### config.mk
export PLATFORM = sky130hd
export DESIGN_NAME = markov_second_sampler
export DESIGN_NICKNAME = d
export VERILOG_FILES = /design/src/rtl/markov_second_sampler.sv
export SDC_FILE = /design/constraint.sdc
export NUM_CORES = 1
export LEC_CHECK = 0
export ABC_AREA = 1
export CAP_MARGIN = 20
export CORE_AREA = 4 4 321 323
export CTS_CLUSTER_DIAMETER = 30
export DETAILED_ROUTE_END_ITERATION = 10
export DIE_AREA = 0 0 325 327
export PLACE_DENSITY = 0.46
export SLEW_MARGIN = 20
export SYNTH_ARGS = -nofsm -noshare
export SYNTH_HDL_FRONTEND = slang
export SYNTH_SLANG_ARGS = --single-unit
### constraint.sdc
create_clock -name clk -period 6.2 [get_ports clk]
set_input_delay 0.93 -clock clk [delete_from_list [all_inputs] [get_ports clk]]
set_output_delay 0.93 -clock clk [all_outputs]
set_load 0.03 [all_outputs]
### src/rtl/markov_second_sampler.sv
// Second-order Markov next-note sampler.
// Scans a merged transition list {prev2, prev1, next, count} twice: the first
// pass totals the counts of entries matching the two-note context, the second
// walks a cumulative sum and picks the entry covering a scaled random target.
module markov_second_sampler #(
  parameter int NOTE_W  = 8,
  parameter int COUNT_W = 16,
  parameter int ADDR_W  = 10,
  parameter int RAND_W  = 16
) (
  input  logic                clk,
  input  logic                reset,
  input  logic                start,
  input  logic [NOTE_W-1:0]   ctx_prev2,
  input  logic [NOTE_W-1:0]   ctx_prev1,
  input  logic [ADDR_W:0]     list_len,
  input  logic [RAND_W-1:0]   rand_val,
  output logic                mem_rd_en,
  output logic [ADDR_W-1:0]   mem_addr,
  input  logic [NOTE_W-1:0]   mem_prev2,
  input  logic [NOTE_W-1:0]   mem_prev1,
  input  logic [NOTE_W-1:0]   mem_next,
  input  logic [COUNT_W-1:0]  mem_count,
  output logic [NOTE_W-1:0]   next_note,
  output logic                found,
  output logic                busy,
  output logic                done
);

  localparam int SUM_W  = COUNT_W + ADDR_W + 1;
  localparam int PROD_W = RAND_W + SUM_W;

  typedef enum logic [2:0] {IDLE, SUM, TARGET, SELECT, FINISH} state_t;

  state_t              state_q, state_d;
  logic [NOTE_W-1:0]   ctx2_q, ctx2_d;
  logic [NOTE_W-1:0]   ctx1_q, ctx1_d;
  logic [ADDR_W:0]     len_q, len_d;
  logic [RAND_W-1:0]   rand_q, rand_d;
  logic [SUM_W-1:0]    total_q, total_d;
  logic [SUM_W-1:0]    run_q, run_d;
  logic [SUM_W-1:0]    target_q, target_d;
  logic                rd_en_q, rd_en_d;
  logic [ADDR_W-1:0]   addr_q, addr_d;
  logic                ret_valid_q, ret_valid_d;
  logic [ADDR_W-1:0]   ret_addr_q, ret_addr_d;
  logic [NOTE_W-1:0]   next_note_q, next_note_d;
  logic                found_q, found_d;
  logic                busy_q, busy_d;
  logic                done_q, done_d;

  logic                match;
  logic                last_issue;
  logic                last_ret;
  logic [SUM_W-1:0]    run_sum;
  logic [PROD_W-1:0]   product;

  // Helpers: entry match on the returned data, last-address detection for
  // issue and return sides, candidate cumulative sum and the scaled target.
  always_comb begin
    match      = ret_valid_q && (mem_prev2 == ctx2_q) && (mem_prev1 == ctx1_q);
    last_issue = rd_en_q && ({1'b0, addr_q} == (len_q - (ADDR_W+1)'(1)));
    last_ret   = ret_valid_q && ({1'b0, ret_addr_q} == (len_q - (ADDR_W+1)'(1)));
    run_sum    = run_q + SUM_W'(mem_count);
    product    = PROD_W'(rand_q) * PROD_W'(total_q);
  end

  // Next-state logic for the two-pass scan; all outputs are registered.
  always_comb begin
    state_d     = state_q;
    ctx2_d      = ctx2_q;
    ctx1_d      = ctx1_q;
    len_d       = len_q;
    rand_d      = rand_q;
    total_d     = total_q;
    run_d       = run_q;
    target_d    = target_q;
    rd_en_d     = rd_en_q;
    addr_d      = addr_q;
    ret_valid_d = rd_en_q;
    ret_addr_d  = addr_q;
    next_note_d = next_note_q;
    found_d     = found_q;
    busy_d      = busy_q;
    done_d      = 1'b0;

    unique case (state_q)
      IDLE: begin
        if (start) begin
          ctx2_d      = ctx_prev2;
          ctx1_d      = ctx_prev1;
          len_d       = list_len;
          rand_d      = rand_val;
          total_d     = '0;
          run_d       = '0;
          target_d    = '0;
          found_d     = 1'b0;
          next_note_d = '0;
          addr_d      = '0;
          if (list_len == '0) begin
            state_d = FINISH;
            done_d  = 1'b1;
            busy_d  = 1'b0;
            rd_en_d = 1'b0;
          end else begin
            state_d = SUM;
            busy_d  = 1'b1;
            rd_en_d = 1'b1;
          end
        end
      end

      SUM: begin
        if (rd_en_q) begin
          if (last_issue) rd_en_d = 1'b0;
          else            addr_d  = addr_q + 1'b1;
        end
        if (match) total_d = total_q + SUM_W'(mem_count);
        if (last_ret) state_d = TARGET;
      end

      TARGET: begin
        if (total_q == '0) begin
          state_d = FINISH;
          done_d  = 1'b1;
          busy_d  = 1'b0;
        end else begin
          target_d = SUM_W'(product >> RAND_W);
          run_d    = '0;
          addr_d   = '0;
          rd_en_d  = 1'b1;
          state_d  = SELECT;
        end
      end

      SELECT: begin
        if (rd_en_q) begin
          if (last_issue) rd_en_d = 1'b0;
          else            addr_d  = addr_q + 1'b1;
        end
        if (match && (run_sum > target_q)) begin
          next_note_d = mem_next;
          found_d     = 1'b1;
          rd_en_d     = 1'b0;
          state_d     = FINISH;
          done_d      = 1'b1;
          busy_d      = 1'b0;
        end else begin
          if (match) run_d = run_sum;
          if (last_ret) begin
            rd_en_d = 1'b0;
            state_d = FINISH;
            done_d  = 1'b1;
            busy_d  = 1'b0;
          end
        end
      end

      FINISH: begin
        rd_en_d = 1'b0;
        state_d = IDLE;
      end

      default: begin
        rd_en_d = 1'b0;
        busy_d  = 1'b0;
        state_d = IDLE;
      end
    endcase
  end

  // State and output registers with asynchronous active-low clear.
  always_ff @(posedge clk or negedge reset) begin
    if (!reset) begin
      state_q     <= IDLE;
      ctx2_q      <= '0;
      ctx1_q      <= '0;
      len_q       <= '0;
      rand_q      <= '0;
      total_q     <= '0;
      run_q       <= '0;
      target_q    <= '0;
      rd_en_q     <= 1'b0;
      addr_q      <= '0;
      ret_valid_q <= 1'b0;
      ret_addr_q  <= '0;
      next_note_q <= '0;
      found_q     <= 1'b0;
      busy_q      <= 1'b0;
      done_q      <= 1'b0;
    end else begin
      state_q     <= state_d;
      ctx2_q      <= ctx2_d;
      ctx1_q      <= ctx1_d;
      len_q       <= len_d;
      rand_q      <= rand_d;
      total_q     <= total_d;
      run_q       <= run_d;
      target_q    <= target_d;
      rd_en_q     <= rd_en_d;
      addr_q      <= addr_d;
      ret_valid_q <= ret_valid_d;
      ret_addr_q  <= ret_addr_d;
      next_note_q <= next_note_d;
      found_q     <= found_d;
      busy_q      <= busy_d;
      done_q      <= done_d;
    end
  end

  assign mem_rd_en = rd_en_q;
  assign mem_addr  = addr_q;
  assign next_note = next_note_q;
  assign found     = found_q;
  assign busy      = busy_q;
  assign done      = done_q;

endmodule

# [Word level (Yosys, flattened, before mapping)]
# Cells that the tools add are included.
[op_classes] bitwise_logic=1 n_eq_ne=19 reduce_logical=24 mul=1 n_addsub=4 n_lt_le_gt_ge=1 muxes=45
[op_table] cell="$mux 27" count=6
[op_table] cell="$pmux 27 s2" count=2
[op_table] cell="$pmux 27 s3" count=1
[op_table] cell="$add 27x16->27" count=2
[op_table] cell="$mul 16x27->43" count=1
[op_table] cell="$mux 10" count=4
[op_table] cell="$pmux 10 s3" count=1
[op_table] cell="$gt 27x27->1" count=1
[op_table] cell="$logic_not 27->1" count=1
[op_table] cell="$eq 10x11->1" count=2
[op_table] cell="$mux 3" count=6
[op_table] cell="$ne 2x2->1 const B" count=9
[op_table] cell="$mux 1" count=17
[op_table] cell="$eq 8x8->1" count=2
[op_table] cell="$mux 8" count=2
[op_table] cell="$pmux 8 s2" count=1
[op_table] cell="$pmux 3 s4" count=1
[op_table] cell="$reduce_and 3->1" count=4
[op_table] cell="$logic_not 11->1" count=1
[op_table] cell="$sub 11x1->11 const B" count=1
[op_table] cell="$add 10x1->10 const B" count=1
[op_table] cell="$reduce_and 5->1" count=2
[op_table] cell="$pmux 1 s4" count=2
[op_table] cell="$eq 3x2->1 const B" count=2
[op_table] cell="14 further kinds" count=23
[word_totals] in_bits=86 reg_bits=160

# [Logic depth before layout (Yosys ltp)]
[logic_depth] word_depth=8 ltp_mapped=28

# [Worst setup path after synthesis]
# Ideal clock, no wire load.
[synth_timing] kind="flip-flop to flip-flop" from="register total_q[23]" to="register target_q[10]" t_required_ns=6.075 setup_time_ns=0.125 path_buffers=2 t_arrival_ns=5.405 stages_incl_launch_ff=26 period_less_slack_ns=5.530 setup_slack_ns=0.670 path_cell_list="dfrtp_1 > clkbuf_1 > clkbuf_1 > nand2_1 > fa_1 > inv_1 > fa_1 > inv_1 > fa_1 > inv_1 > fa_1 > fa_1 > inv_1 > fa_1 > inv_1 > ha_1 > nand2_1 > nor2_1 > inv_1 > nor2_1 > and3_1 > nand2_1 > nand3_1 > a21oi_1 > o21ai_0 > o21ai_1"
[synth_between] elab_chain_cells=3
[synth_lines] element="start: declaration" line_no="40" source="logic [SUM_W-1:0] total_q, total_d;"
[synth_lines] element="start signal: assignment" line_no="197" source="total_q <= total_d;"
[synth_lines] element="$mul 16x27->43 / $logic_not 27->1 (equally long branches)" line_no="65, 123"
[synth_lines] element="$mux 27 / $ne 2x2->1 (equally long branches)"
[synth_lines] element="$pmux 27 s2 / $reduce_and 3->1 (equally long branches)"
[synth_lines] element="end signal: assignment" line_no="199" source="target_q <= target_d;"
[synth_lines] element="end: declaration" line_no="42" source="logic [SUM_W-1:0] target_q, target_d;"
# Parallel ways exist; a longest one is shown, timed or not. The select of a mux whose other input is x is not followed.
# A chain may end at the register's enable or synchronous reset.

# [Worst setup path in the final report]
[layout_timing] from="register total_q[17]" to="register target_q[23]"
# Same word-level chain as after synthesis.

==> results.md <==
* Yosys top cell by area: fa_1
* Max_cap viols at 0
* Number of synthesized flops with an enable pin at 0
* Layout area overhead at 15.1%
* Starting density of the core at 25.0%
* CTS Buf Count at 17
* # fillers at 11000
* Pwr Density at 179 nW/um^2
* Synth cell types at 46
* Post-route antenna net violation count at 0
* Full die area at between 100000 and 150000 sq um
* Mapped Cells at 3457
* Router iterations before antenna repair at 8
* Clk_lat worst skew at a little over 0.5 ns
* Crit-path slowest cell: fa_1
* Synth async-reset ratio at 100%
* Buffers on Ports at 107
* Worst hold margin at ~0.48 ns
* DRT iter0 DRCs at 1188
* Highest clock rate at 169 MHz
* Final Slew Violations at 0
* Routed vias at 21400
* Largest net degree at the start of global routing at 85
* Rel. slew slack at 41.3%
* ANT cells at 0
* CTS sink cnt at 160
* Top post-synthesis cells by count: nand2_1 (1059), inv_1 (754), fa_1 (349)
* Status: finished, final reports clean
* Worst EP required at 6.58 ns
* Post-synth top area share at 28.0%
* Most frequently used cell type in the post-synthesis netlist: nand2_1
* Worst Clk Skew at approximately 0.023 ns
* Lkg Pwr at ~15 nW
* DP Wirelength at 67600 um
* Post-layout util at 28.7%
* Grt ovf at 0
* Core ar. at around 100000 sq um
* Chip width at 325 um
* I/O pin cnt at about 110
* Critical setup path kind: reg2reg
* Dpl cells at 4839
* Std-Cell Rows at 116
* Antenna violations before repair at 0
* CP Capture Type: flip-flop
* Critical Path, Cell by Cell: buf_4 > nand2_1 > inv_1 > fa_1 > inv_1 > fa_1 > fa_1 > inv_1 > fa_1 > fa_1 > inv_1 > fa_1 > inv_1 > ha_1 > nand2_1 > nor2_1 > nand2_1 > o21ai_0 > nand2_1 > nand3_1 > nand2_1 > nand2_1 > o21ai_0
* Finished Layout Cells at 4871
* Maximum clock path buffer count at 2
* Type of origin of the critical path: flip-flop
* Vias in the first global route at 22500
* Main flop type after synthesis: dfrtp_1
* Vias/cell at 4.40
* # DRC at 0
* VDD IR-drop max at 0.000214 V
* Post-synthesis average cell area at 7.21 sq um
* Minimum clock period after layout at 5.92 ns
* Die height at 327 um
* Reg clk slew, reported paths at 0.08 ns
* Routed WL per cell at 16.8 um
* Hold WC Path Type: in2async
* YS warnings at 0
* Clock tree from TritonCTS: yes
* Layout cell share with drive strength beyond 1 at about 5.5%
* Final Wtd Congestion at 0.887
* Final hold violation count at 0
* Register area share after synthesis at 16.1%
* RSZ-0062 raised after global routing: true
* Yosys reg bits at 160
* H-tree depth at 4
* Endpoints failing setup at 0
* CP arrival at 6.30 ns
* First-pass GRT wire length at between 100000 and 150000 um
* Aggregate routed wire length at 81600 um
* Worst path setup slack after routing at between 0.2 and 0.3 ns
* Top post-synthesis cells by area: fa_1 (28%), dfrtp_1 (16%), nand2_1 (16%)
* Total track usage at 15.8%
* Final worst-path cycle share at 95.4%
* Crit path largest cell delay at 0.56 ns
* Worst Path Max Fanout at 11
* Synth Cell Area at 24900 sq um
* Nets at roughly 4200
* Least-Margin Pin Slew at about 0.9 ns
* CTS root buffer: clkbuf_16
* Pre-CTS worst setup slack at roughly 0.088 ns
* Mapped Nets at 4065
[cell type report]
class	count	area, sq um	area share (%)
Inverter	765	2870	10.0
Clock inverter	12	146	0.510
Sequential cell	160	4020	14.0
Timing Repair Buffer	216	2090	7.30
Multi-Input combinational cell	2400	17500	60.9
Tap cell	1298	1620	5.66
Clock buffer	20	457	1.59
[registers in the layout, indices dropped and copies added (netlist names), 3 cells and up]
name and flops:
state_q 3, rand_q 16, run_q 27, target_q 27
len_q 11, ctx2_q 8, next_note 8, total_q 27
ret_addr_q 10, mem_addr 10, ctx1_q 8
[worst max-delay path: cells and delay by family, from the launching register on]
kind	cells	cell delay [ns]
compound gates	2	0.39
simple gates	8	0.98
fa+ha+maj	7	3.45
flops	1	0.53
buf+inv	6	0.44
[stage by stage]
stage,cell area (sq um),TNS [ns],power (mW)
global route,28700,-0.0162,5.60
floorplan,24900,0,2.88
finish,28700,0,5.13
detailed placement,28100,0,3.94
CTS,28700,0,5.20
global placement,28100,0,3.99
[report_power, final]
| part | internal (mW) | total [mW] | switching (mW) |
|---|---|---|---|
| clock | 0.625 | 1.18 | 0.553 |
| sequential | 1.07 | 1.10 | 0.0390 |
| combinational | 1.05 | 2.85 | 1.80 |
| total | 2.74 | 5.13 | 2.39 |
[routing by layer]
metal	GRT usage, %	vias up	share of wire [%]
li1	-	10600	-
met1	21.5	10400	47
met2	26.4	344	47
met3	2.29	71	3.5
met4	3.57	0	1.9
met5	0	-	0
[kinds of logic after synthesis]
kind of cell             synth area share [%]
flip-flops                               16.1
adder cells (fa/ha/maj)                  36.7
AND/OR/NAND/NOR                          25.5
buffers and inverters                    13.9
AO/OA/AOI/OAI                            6.18
XOR/XNOR                                 1.65
[what timing repair did]
action / CTS / global route
hold buffers: 0 / 0
hold endpoints to repair: 0 / 0
setup buffers: 0 / 0
endpoints found under the setup margin: 0 / 23
resized for setup: 0 / 16
[path summary, 6_finish.rpt]
path	cells after the start	slack, ns	start	endpoint
min	1	0.48	reset	next_note[1]$_DFFE_PN0P_
min in group clk	2	0.48	run_q[15]$_DFFE_PN0P_	run_q[15]$_DFFE_PN0P_
max reg2reg	23	0.28	total_q[17]$_DFFE_PN0P_	target_q[23]$_DFFE_PN0P_
max	23	0.28	total_q[17]$_DFFE_PN0P_	target_q[23]$_DFFE_PN0P_
min reg2reg	2	0.48	run_q[15]$_DFFE_PN0P_	run_q[15]$_DFFE_PN0P_
max in group asynchronous	2	4.72	reset	rand_q[0]$_DFFE_PN0P_
[cells in the final DEF (no fill, tap or decap), types with 3 or more instances in the layout]
cell / n
nor3_1: 29
or2_2: 8
nand3b_1: 9
inv_1: 754
fa_1: 349
buf_4: 93
o21ai_1: 15
a21oi_1: 128
clkbuf_16: 17
nand3_1: 133
o21ai_0: 113
o22ai_1: 10
xor2_1: 32
nor4_1: 7
o21bai_1: 4
dfrtp_2: 15
nor2_4: 4
nand2_1: 1059
inv_8: 3
buf_12: 16
nand4_1: 71
inv_6: 3
nand2_2: 5
dfrtp_1: 145
a21o_1: 4
xnor2_1: 15
nor2_2: 4
o21a_1: 10
inv_2: 11
nor2_1: 197
clkdlybuf4s50_1: 106
clkbuf_8: 3
ha_1: 173
No activity file was read; power rests on OpenSTA's default activity.
